--- src/rtl/risc16_iter_alu.sv ---
// Iterative 16-bit-class ALU: single-cycle ADD/NAND/PASSA/SUB, bit-serial SHL/SHR,
// and an optional shift-add multiplier built only when RISC16_ALU_MUL_EN is defined.
module risc16_iter_alu #(
    parameter int WORD_LENGTH = 16,
    parameter int SHAMT_LEN   = 4
) (
    input  logic                   clk,
    input  logic                   reset_n,
    input  logic                   in_valid,
    output logic                   in_ready,
    input  logic [2:0]             funct,
    input  logic [WORD_LENGTH-1:0] src1,
    input  logic [WORD_LENGTH-1:0] src2,
    output logic                   out_valid,
    input  logic                   out_ready,
    output logic [WORD_LENGTH-1:0] result,
    output logic                   state,
    output logic                   illegal
);

    typedef enum logic [1:0] {
        S_IDLE = 2'd0,
        S_BUSY = 2'd1,
        S_DONE = 2'd2
    } fsm_e;

    localparam int CNT_W = SHAMT_LEN + 1;

    localparam logic [2:0] F_ADD   = 3'b000;
    localparam logic [2:0] F_NAND  = 3'b001;
    localparam logic [2:0] F_PASSA = 3'b010;
    localparam logic [2:0] F_SUB   = 3'b011;
    localparam logic [2:0] F_SHL   = 3'b100;
    localparam logic [2:0] F_SHR   = 3'b101;
    localparam logic [2:0] F_MUL   = 3'b110;
    localparam logic [2:0] F_ILL   = 3'b111;

`ifdef RISC16_ALU_MUL_EN
    localparam logic MUL_EN = 1'b1;
`else
    localparam logic MUL_EN = 1'b0;
`endif

    function automatic logic [WORD_LENGTH-1:0] alu_op(
        input logic [2:0]             f,
        input logic [WORD_LENGTH-1:0] a,
        input logic [WORD_LENGTH-1:0] b
    );
        case (f)
            F_ADD:   return a + b;
            F_NAND:  return ~(a & b);
            F_PASSA: return a;
            F_SUB:   return a - b;
            default: return {WORD_LENGTH{1'b0}};
        endcase
    endfunction

    function automatic logic is_illegal(input logic [2:0] f);
        return (f == F_ILL) || (!MUL_EN && (f == F_MUL));
    endfunction

    function automatic logic zero_flag(input logic [WORD_LENGTH-1:0] v);
        return ~|v;
    endfunction

    fsm_e                   fsm_q,       fsm_d;
    logic [2:0]             funct_q,     funct_d;
    logic [WORD_LENGTH-1:0] a_q,         a_d;
    logic [CNT_W-1:0]       cnt_q,       cnt_d;
    logic [WORD_LENGTH-1:0] result_q,    result_d;
    logic                   state_q,     state_d;
    logic                   illegal_q,   illegal_d;
    logic                   in_ready_q,  in_ready_d;
    logic                   out_valid_q, out_valid_d;

    logic [WORD_LENGTH-1:0] op_s;
    logic [WORD_LENGTH-1:0] step_s;
    logic [WORD_LENGTH-1:0] fin_s;

`ifdef RISC16_ALU_MUL_EN
    logic [WORD_LENGTH-1:0] acc_q, acc_d;
    logic [WORD_LENGTH-1:0] b_q,   b_d;
    logic [WORD_LENGTH-1:0] mul_sum_s;

    // Partial-product accumulation: multiplicand shifts left, multiplier bit 0 gates the add.
    assign mul_sum_s = b_q[0] ? (acc_q + a_q) : acc_q;
`endif

    // Result of the single-cycle opcodes, computed straight from the request.
    assign op_s = alu_op(funct, src1, src2);

    // Next-state, datapath and output-flag decode.
    always_comb begin
        fsm_d     = fsm_q;
        funct_d   = funct_q;
        a_d       = a_q;
        cnt_d     = cnt_q;
        result_d  = result_q;
        state_d   = state_q;
        illegal_d = illegal_q;
        step_s    = a_q;
        fin_s     = a_q;
`ifdef RISC16_ALU_MUL_EN
        acc_d     = acc_q;
        b_d       = b_q;
`endif
        case (fsm_q)
            S_IDLE: begin
                if (in_valid) begin
                    funct_d = funct;
                    a_d     = src1;
                    if ((funct == F_SHL) || (funct == F_SHR)) begin
                        cnt_d = {1'b0, src2[SHAMT_LEN-1:0]};
                        if (src2[SHAMT_LEN-1:0] == {SHAMT_LEN{1'b0}}) begin
                            fsm_d     = S_DONE;
                            result_d  = src1;
                            state_d   = zero_flag(src1);
                            illegal_d = 1'b0;
                        end else begin
                            fsm_d = S_BUSY;
                        end
                    end
`ifdef RISC16_ALU_MUL_EN
                    else if (funct == F_MUL) begin
                        cnt_d = CNT_W'(WORD_LENGTH);
                        acc_d = {WORD_LENGTH{1'b0}};
                        b_d   = src2;
                        fsm_d = S_BUSY;
                    end
`endif
                    else begin
                        fsm_d     = S_DONE;
                        result_d  = op_s;
                        state_d   = zero_flag(op_s);
                        illegal_d = is_illegal(funct);
                    end
                end else begin
                    fsm_d = S_IDLE;
                end
            end
            S_BUSY: begin
                cnt_d  = cnt_q - CNT_W'(1);
                step_s = (funct_q == F_SHL) ? (a_q << 1) : (a_q >> 1);
                a_d    = step_s;
                fin_s  = step_s;
`ifdef RISC16_ALU_MUL_EN
                if (funct_q == F_MUL) begin
                    acc_d = mul_sum_s;
                    a_d   = a_q << 1;
                    b_d   = b_q >> 1;
                    fin_s = mul_sum_s;
                end else begin
                    b_d = b_q;
                end
`endif
                // The last iteration is the one that brings the count to zero.
                if (cnt_q == CNT_W'(1)) begin
                    fsm_d     = S_DONE;
                    result_d  = fin_s;
                    state_d   = zero_flag(fin_s);
                    illegal_d = 1'b0;
                end else begin
                    fsm_d = S_BUSY;
                end
            end
            S_DONE: begin
                if (out_ready) begin
                    fsm_d = S_IDLE;
                end else begin
                    fsm_d = S_DONE;
                end
            end
            default: begin
                fsm_d = S_IDLE;
            end
        endcase
        in_ready_d  = (fsm_d == S_IDLE);
        out_valid_d = (fsm_d == S_DONE);
    end

    // State, datapath and output registers; reset discards any operation in flight.
    always_ff @(posedge clk or negedge reset_n) begin
        if (!reset_n) begin
            fsm_q       <= S_IDLE;
            funct_q     <= 3'b000;
            a_q         <= {WORD_LENGTH{1'b0}};
            cnt_q       <= {CNT_W{1'b0}};
            result_q    <= {WORD_LENGTH{1'b0}};
            state_q     <= 1'b0;
            illegal_q   <= 1'b0;
            in_ready_q  <= 1'b1;
            out_valid_q <= 1'b0;
        end else begin
            fsm_q       <= fsm_d;
            funct_q     <= funct_d;
            a_q         <= a_d;
            cnt_q       <= cnt_d;
            result_q    <= result_d;
            state_q     <= state_d;
            illegal_q   <= illegal_d;
            in_ready_q  <= in_ready_d;
            out_valid_q <= out_valid_d;
        end
    end

`ifdef RISC16_ALU_MUL_EN
    // Multiplier accumulator and multiplier operand.
    always_ff @(posedge clk or negedge reset_n) begin
        if (!reset_n) begin
            acc_q <= {WORD_LENGTH{1'b0}};
            b_q   <= {WORD_LENGTH{1'b0}};
        end else begin
            acc_q <= acc_d;
            b_q   <= b_d;
        end
    end
`endif

    assign in_ready  = in_ready_q;
    assign out_valid = out_valid_q;
    assign result    = result_q;
    assign state     = state_q;
    assign illegal   = illegal_q;

endmodule

--- config.mk ---
export PLATFORM = sky130hd
export DESIGN_NAME = risc16_iter_alu
export DESIGN_NICKNAME = d
export VERILOG_FILES = /design/src/rtl/risc16_iter_alu.sv
export SDC_FILE = /design/constraint.sdc
export NUM_CORES = 1
export LEC_CHECK = 0
export BUFFER_PORTS_ARGS = -buffer_cell sky130_fd_sc_hd__buf_2
export CAP_MARGIN = 10
export CORE_UTILIZATION = 40
export CTS_CLUSTER_DIAMETER = 80
export DETAILED_ROUTE_END_ITERATION = 6
export GPL_ROUTABILITY_DRIVEN = 0
export GPL_TIMING_DRIVEN = 0
export PLACE_DENSITY = 0.58
export SKIP_CTS_REPAIR_TIMING = 1
export SKIP_LAST_GASP = 1
export SLEW_MARGIN = 10
export SYNTH_ARGS = -nofsm -noshare
export SYNTH_HDL_FRONTEND = slang
export SYNTH_SLANG_ARGS = --single-unit
--- constraint.sdc ---
create_clock -name clk -period 1.5 [get_ports clk]
set_input_delay 0.15 -clock clk [delete_from_list [all_inputs] [get_ports clk]]
set_output_delay 0.15 -clock clk [all_outputs]
set_load 0.02 [all_outputs]
==> reports/results.ini, run 1 <==
[pwr]
pwr_density_cell_nw_per_um2=1460
power.total_w=0.00836
cellLeakagePower_nw=2.48
peakVddDrop_uv=880

[routing]
postRouteAntennaNets=0
dr.pass1.iters=5
first_iter_violations=329
wire_per_inst_um=19.3
vias=4751
drc_errors=0
routed_via_density=6.15
totalWireLength_um=14900

[clocking]
numCtsBuffers=5
root_buffer=clkbuf_8
clk_latency_ns=0.31
cts_tree=done
clock_sinks=46
clk_pin_slew_ns=0.10
clk_path_buf_depth=2
htreeDepth=2

[cells_and_area]
final-instance-count-excl-fill=772
antenna_cells=0
n_fill_cell=951
syn_to_final_growth_pct=38.0
final_area_um2=5740
final_core_util_pct=58.0
final_nets=697
drive_above_1_share_pct=35.2

[critical_path]
critical_path.endpoint=result[11]
cp.buffers_inverters=3
critPathSlowestCell=mux2_4
crit_path_end_kind=flop
rr_endpoint=state
worstSetupPathType=in2reg
rr_startpoint=cnt_q[1]
cp-startpoint=funct[0]
cpPeakStageDelay_ns=0.35
path_depth=16
cp_data_arrival_time_ns=3.23
path_common_cell=buf_8
reg2reg_depth=9
crit_required_ns=1.72
critical_path.cell_chain=buf_12 -> nor2b_4 -> and2_4 -> buf_8 -> buf_8 -> nor2_4 -> xnor2_1 -> ha_1 -> and4_1 -> o21a_1 -> o31a_1 -> o211ai_1 -> mux2_4 -> a221oi_4 -> a211oi_2 -> o31ai_1
worst_path_dominant_cell_family=compound AO/OA/AOI/OAI gates
worst-path-max-fanout=6
cp-start-kind=input port
r2r_slack_ns=-0.42

[synth]
yosysTopAreaCell=dfrtp_1
synth_edf_count=0
netlist_instances=533
syn_area_um2=4160
ys_seq_area_share_pct=27.7
syn_nets=592
avgSynthCellArea_um2=7.81
synth_top_area_share_pct=27.1
async_flop_share_pct=100
synth_seq_cells=46
ys.flop_type=dfrtp_1
yosys_warnings=0
synth.area.top_cells=dfrtp_1 27%, nand2_1 6.0%, ha_1 5.7%
ys_types=65

[floorplanning]
die_x_um=104
start_util_pct=42.0
dieArea_um2=10800
rows=36
die_y_um=104
core_um2=9910
pin_count=59

[timing]
rsz0062_at_grt=yes
fin_ws_ns=-1.51
max_freq_mhz=332
final-max-slew-violation-count=0
setup_violations=17
period_needed_ns=3.01
finalClockSkew_ns=0.00654
hold_viol=0
worst_pin_slew_ns=1.07
relSlewSlack_pct=29.0
finalCritPeriodShare_pct=201

[global_routing]
grt_max_degree=47
grt-ovfl-total=0
grt_pass1_wl_um=22300
grt_pass1_vias=4254
antenna_found_initial=0
grt.total_usage_pct=25.7

[outcome]
violations=setup timing
outcome=finished, violations left

[min_path]
holdCritPathClass=in2async

[run]
max_cap_violations=0

[place]
io_buffers=56
postPlaceCellArea_um2=4690
dp.cells=722
dpl.hpwl_um=10600

==> cell families (layout without fill, tap and decap cells) <==
logic type	count (synthesis)	after routing	synth area share (%)
compound gates	184	184	30.3
fa+ha+maj	20	20	6.20
mux	9	9	2.32
simple gates	207	208	24.2
xor+xnor	20	20	4.90
buf+inv	47	152	4.39
flops	46	46	27.7
==> cell type report <==
type | count | area [um^2] | share of cell area, %
clock buffer | 5 | 68.8 | 1.20
multi-input combinational | 441 | 3340 | 58.2
clock inverter | 3 | 43.8 | 0.763
sequential | 46 | 1150 | 20.1
tap | 133 | 166 | 2.90
buffer | 27 | 219 | 3.81
timing repair buffer | 101 | 691 | 12.0
inverter | 16 | 60.1 | 1.05
==> power breakdown <==
| part | leakage (nW) | total [W] | switching (W) | internal, W |
|---|---|---|---|---|
| Combinational | 1.87 | 0.00496 | 0.00279 | 0.00217 |
| Clock | 0.0585 | 0.000974 | 0.000474 | 0.000500 |
| Sequential | 0.547 | 0.00243 | 0.000575 | 0.00186 |
| Total | 2.48 | 0.00836 | 0.00384 | 0.00452 |
==> per-layer routing <==
| layer | share of wire [%] | track usage [%] | routed length [um] |
|---|---|---|---|
| met3 | 5.1 | 3.07 | 762 |
| met1 | 45 | 35.9 | 6710 |
| met2 | 48 | 42.5 | 7080 |
| met4 | 2.2 | 5.92 | 329 |
| met5 | 0 | 0 | 0 |
==> synth_stat cells, types with 6 or more instances <==
library cell	count
o21ai_0	23
nor3_1	8
nor4_1	9
dfrtp_1	45
nor2_1	57
or3_1	6
nor2b_1	10
a31oi_1	7
inv_1	15
o22ai_1	19
nand2_1	67
nand3_1	9
o22a_1	17
o31ai_1	16
a21oi_1	40
clkbuf_1	26
xnor2_1	15
and3_1	15
ha_1	19
a211oi_1	15
==> how the worst min path moves through the flow <==
stage          startpoint  slack (ns)  cells after the start        end
3_3_place_gp      reset_n        0.39                      1  out_valid
6_report          reset_n        0.02                      1   cnt_q[4]
5_1_grt           reset_n        0.11                      1   cnt_q[4]
4_1_cts           reset_n        0.07                      1   cnt_q[4]
2_1_floorplan     reset_n       -0.15                      0     a_q[0]
3_5_place_dp      reset_n        0.41                      1  out_valid
==> cell usage in the layout (no fill, tap or decap), types with 7 or more instances in the layout <==
cell type	instances
dfrtp_1	44
buf_2	57
nor2_1	47
buf_6	9
o31ai_1	15
nor2_4	8
o22a_1	17
nand3_1	8
o22ai_2	7
nand2_1	65
o21ai_0	16
a211oi_1	7
inv_1	11
buf_4	39
a211oi_2	9
a21oi_2	12
nor4_1	9
o22ai_1	12
and3_1	15
a21oi_1	26
xnor2_1	13
nor2b_1	7
ha_1	13
==> through the flow <==
step / setup WS, ns / setup TNS, ns / hold WS (ns)
after floorplan: -1.60 / -17.49 / -0.146
after global routing: -1.63 / -19.43 / 0.106
after detailed placement: -2.19 / -33.31 / 0.405
after CTS: -1.88 / -27.31 / 0.0653
after global placement: -2.17 / -32.85 / 0.393
final: -1.51 / -17.26 / 0.0209
==> flip-flops by register name (all words and copies together) (netlist names) <==
| signal | flops |
|---|---|
| a_q | 16 |
| result | 16 |
| cnt_q | 5 |
| funct_q | 3 |
| fsm_q | 2 |
| illegal | 1 |
| in_ready | 1 |
| out_valid | 1 |
| state | 1 |
Note: power is estimated with default switching activity, not from simulation.
==> inputs of run 2 (changes only) <==
Settings changed: TNS_END_PERCENT set to 1.
==> reports/results.ini, run 2 (synthesis gave the netlist of run 1 again) <==
[cells_and_area]
syn_to_final_growth_pct=22.6
final_nets=672
final_cell_mix=67 x nand2_1, 57 x buf_2, 53 x nor2_1
drive_above_1_share_pct=20.4
antenna_cells=0
final_common_cell=nand2_1
n_fill_cell=1005
multi_input_area_um2=3010
register_area_um2=1150

[outcome]
outcome=finished, violations left
violations=setup timing

[timing]
fin_ws_ns=-1.63
finalCritPeriodShare_pct=209
period_needed_ns=3.13
setup_violations=45
max_freq_mhz=320
final-max-slew-violation-count=0
relSlewSlack_pct=30.9
finalClockSkew_ns=0.0109
hold_viol=0
worst_pin_slew_ns=1.04
rsz0062_at_grt=yes

[pwr]
pwr_density_cell_nw_per_um2=1440
cellLeakagePower_nw=2.21
peakVddDrop_uv=824
power.total_w=0.00735

[critical_path]
cp-startpoint=funct[0]
worstSetupPathType=in2reg
rr_startpoint=cnt_q[2]
cpPeakStageDelay_ns=0.56
cp-start-kind=input port
critPathSlowestCell=or4_1
critical_path.cell_chain=buf_12 -> nor2b_4 -> and2_4 -> buf_8 -> mux2_4 -> buf_4 -> fa_1 -> nand2b_1 -> a21oi_4 -> a221oi_1 -> or4_1 -> nor4_1 -> nand4b_1 -> o21ai_1
crit_path_end_kind=flop
cp_data_arrival_time_ns=3.37
crit_required_ns=1.74
worst-path-max-fanout=8

[floorplanning]
die_y_um=104
start_util_pct=42.0
dieArea_um2=10800
pin_count=59
die_x_um=104
core_um2=9910
rows=36

[global_routing]
antenna_found_initial=0
grt_max_degree=47
grt_pass1_vias=4181
grt.total_usage_pct=25.1
grt_pass1_wl_um=21800
grt-ovfl-total=0

[routing]
postRouteAntennaNets=0
totalWireLength_um=13700
routed_via_density=5.99
first_iter_violations=305
dr.pass1.iters=5
drc_errors=0
vias=4477
wire_per_inst_um=18.4

[clocking]
clk_path_buf_depth=2
clk_pin_slew_ns=0.09
root_buffer=clkbuf_8
clock_sinks=46
cts_tree=done
htreeDepth=2
clk_latency_ns=0.31
numCtsBuffers=5

[run]
max_cap_violations=0

[place]
place_ws_ns=-2.30
dpl.hpwl_um=10500
io_buffers=56

[min_path]
holdCritPathClass=in2async

==> run 2: critical path: cells and delay by family <==
| family | cells | cell delay (ns) |
|---|---|---|
| adder cells (fa/ha/maj) | 1 | 0.43 |
| buffers and inverters | 3 | 0.38 |
| multiplexers | 1 | 0.30 |
| AND/OR/NAND/NOR | 6 | 1.59 |
| AO/OA/AOI/OAI | 3 | 0.52 |
==> run 2: path summary, 6_finish.rpt <==
kind	end	slack (ns)	cells after the start
worst max-delay path	state	-1.63	14
worst min-delay path	cnt_q[0]	0.02	1
worst max register to register	state	-0.64	9
worst min register to register	result[9]	0.48	1
max in group asynchronous	a_q[8]	0.84	1
min in group clk	funct_q[0]	0.09	2
==> run 2: area by class of cell <==
type	count	area share [%]
inverter	16	1.18
buffer	29	3.11
clock buffer	5	1.35
sequential	46	22.6
timing repair buffer	75	8.71
clock inverter	3	0.883
tap	133	3.26
multi-input combinational	440	58.9
==> run 2: report_power, final <==
part	total [W]	switching, W	internal [W]
clock network	0.000945	0.000449	0.000496
logic	0.00401	0.00242	0.00159
registers	0.00239	0.000539	0.00185
total	0.00735	0.00341	0.00394
==> run 2: routing by layer <==
layer	wire length (um)	track usage (%)	up-vias
met5	0	0	-
met4	181	5.10	0
met3	665	2.76	18
met2	6500	42.0	124
met1	6390	34.9	2181
li1	-	-	2154
==> run 2: stage by stage <==
| step | hold slack (ns) | instance area (um^2) | std cells | util, % | TNS (ns) |
|---|---|---|---|---|---|
| 6_report | 0.0165 | 5100 | 747 | 51.5 | -31.82 |
| 5_1_grt | 0.0977 | 5100 | 747 | 51.5 | -38.36 |
| 4_1_cts | 0.0674 | 4760 | 730 | 48.0 | -35.99 |
| 3_5_place_dp | 0.402 | 4650 | 722 | 46.9 | -42.26 |
| 3_3_place_gp | 0.395 | 4650 | 722 | 46.9 | -41.74 |
| 2_1_floorplan | -0.146 | 4200 | 533 | - | -20.57 |
==> inputs of run 3 (changes only) <==
Clock period 1.5 ns to 2.84 ns, I/O delays scaled along.
==> reports/results.ini, run 3 (synthesis gave the netlist of run 1 again) <==
[outcome]
outcome=finished, violations left
violations=setup timing

[critical_path]
cp-start-kind=input port
critPathSlowestCell=a2111o_1
crit_path_end_kind=flop
worst_path_dominant_cell_family=compound AO/OA/AOI/OAI gates
critical_path.cell_chain=buf_8 -> nor2b_4 -> and2_4 -> buf_8 -> buf_8 -> nor2_4 -> xnor2_2 -> ha_4 -> and4_1 -> o21a_1 -> o31a_1 -> o31a_1 -> or3_1 -> a21o_1 -> a2111o_1 -> o21ai_1
crit_required_ns=3.08
path_common_cell=buf_8
worstSetupPathType=in2reg
cp_data_arrival_time_ns=3.45
cpPeakStageDelay_ns=0.42
r2r_slack_ns=0.70
cp.buffers_inverters=3
worst-path-max-fanout=9

[place]
io_buffers=56
dpl.hpwl_um=10500
postPlaceCellArea_um2=4650
place_ws_ns=-1.10
dp.cells=722

[routing]
first_iter_violations=282
postRouteAntennaNets=0
totalWireLength_um=13700
vias=4479
wire_per_inst_um=18.4
routed_via_density=5.99
dr.pass1.iters=5
drc_errors=0

[pwr]
peakVddDrop_uv=436
cellLeakagePower_nw=2.21
pwr_density_cell_nw_per_um2=760

[floorplanning]
pin_count=59
die_x_um=104
core_um2=9910
start_util_pct=42.0
dieArea_um2=10800
rows=36
die_y_um=104

[global_routing]
grt-ovfl-total=0
antenna_found_initial=0
grt_pass1_vias=4181
grt_max_degree=47
grt.total_usage_pct=25.1
grt_pass1_wl_um=21800

[cells_and_area]
final_cell_mix=67 x nand2_1, 57 x buf_2, 53 x nor2_1
drive_above_1_share_pct=21.1
syn_to_final_growth_pct=23.2
antenna_cells=0
final_common_cell=nand2_1
final_nets=673
final_area_um2=5120
final-instance-count-excl-fill=748

[clocking]
cts_tree=done
clock_sinks=46
clk_pin_slew_ns=0.09
root_buffer=clkbuf_8
clk_path_buf_depth=2
clk_latency_ns=0.31
numCtsBuffers=5
htreeDepth=2

[min_path]
holdCritPathClass=in2async

[timing]
final.setup.tns_ns=-1.49
max_freq_mhz=311
finalCritPeriodShare_pct=113
hold_viol=0
finalClockSkew_ns=0.00963
fin_ws_ns=-0.372
worst_pin_slew_ns=1.06
final-max-slew-violation-count=0
relSlewSlack_pct=29.6
rsz0062_at_grt=yes
period_needed_ns=3.21
setup_violations=11

[run]
max_cap_violations=0

[run 3: changes by cell type in the layout (fill, tap and decap cells not counted)]
cell,change
o21ai_2,+1
o21ai_1,-1
nor2_2,+1
ha_2,+1
nor2_4,-1
buf_6,-2
buf_8,+1
inv_2,+1
inv_1,-1
ha_1,-2
ha_4,+1
buf_4,+2
[run 3: final timing paths]
path	start	cells after the start	to
worst max register to register	fsm_q[1]	7	a_q[8]
worst min-delay path	reset_n	1	cnt_q[4]
worst min register to register	result[9]	1	result[9]
max in group asynchronous	reset_n	1	a_q[11]
min in group clk	funct[0]	2	funct_q[0]
worst max-delay path	funct[2]	16	state
[run 3: cell type report]
type | count | area [um^2]
fillers | 1001 | 4790
clock inverters | 3 | 45.0
flip-flops and latches | 46 | 1150
repair buffers | 77 | 468
plain buffers | 28 | 143
well taps | 133 | 166
clock buffers | 5 | 68.8
inverters | 16 | 60.1
multi-input cells | 440 | 3020
[run 3: metrics by stage]
step | power, W | hold slack (ns) | utilization, %
after detailed placement | 0.00329 | 0.460 | 46.9
final | 0.00389 | 0.162 | 51.7
after floorplan | 0.00265 | -0.0116 | -
after CTS | 0.00379 | 0.201 | 48.0
after global routing | 0.00420 | 0.232 | 51.7
after global placement | 0.00325 | 0.457 | 46.9
[run 3: routing by layer]
metal,track usage (%),share of wire (%),up-vias
met3,2.76,4.2,15
met4,5.10,1.2,0
met5,0,0,-
met2,42.0,47,123
met1,34.9,47,2185
li1,-,-,2156
[run 3: power breakdown]
| group | internal, W | leakage (nW) | switching, W |
|---|---|---|---|
| Combinational | 0.000846 | 1.61 | 0.00129 |
| Clock | 0.000262 | 0.0504 | 0.000235 |
| Sequential | 0.000979 | 0.548 | 0.000285 |
| Total | 0.00209 | 2.21 | 0.00181 |
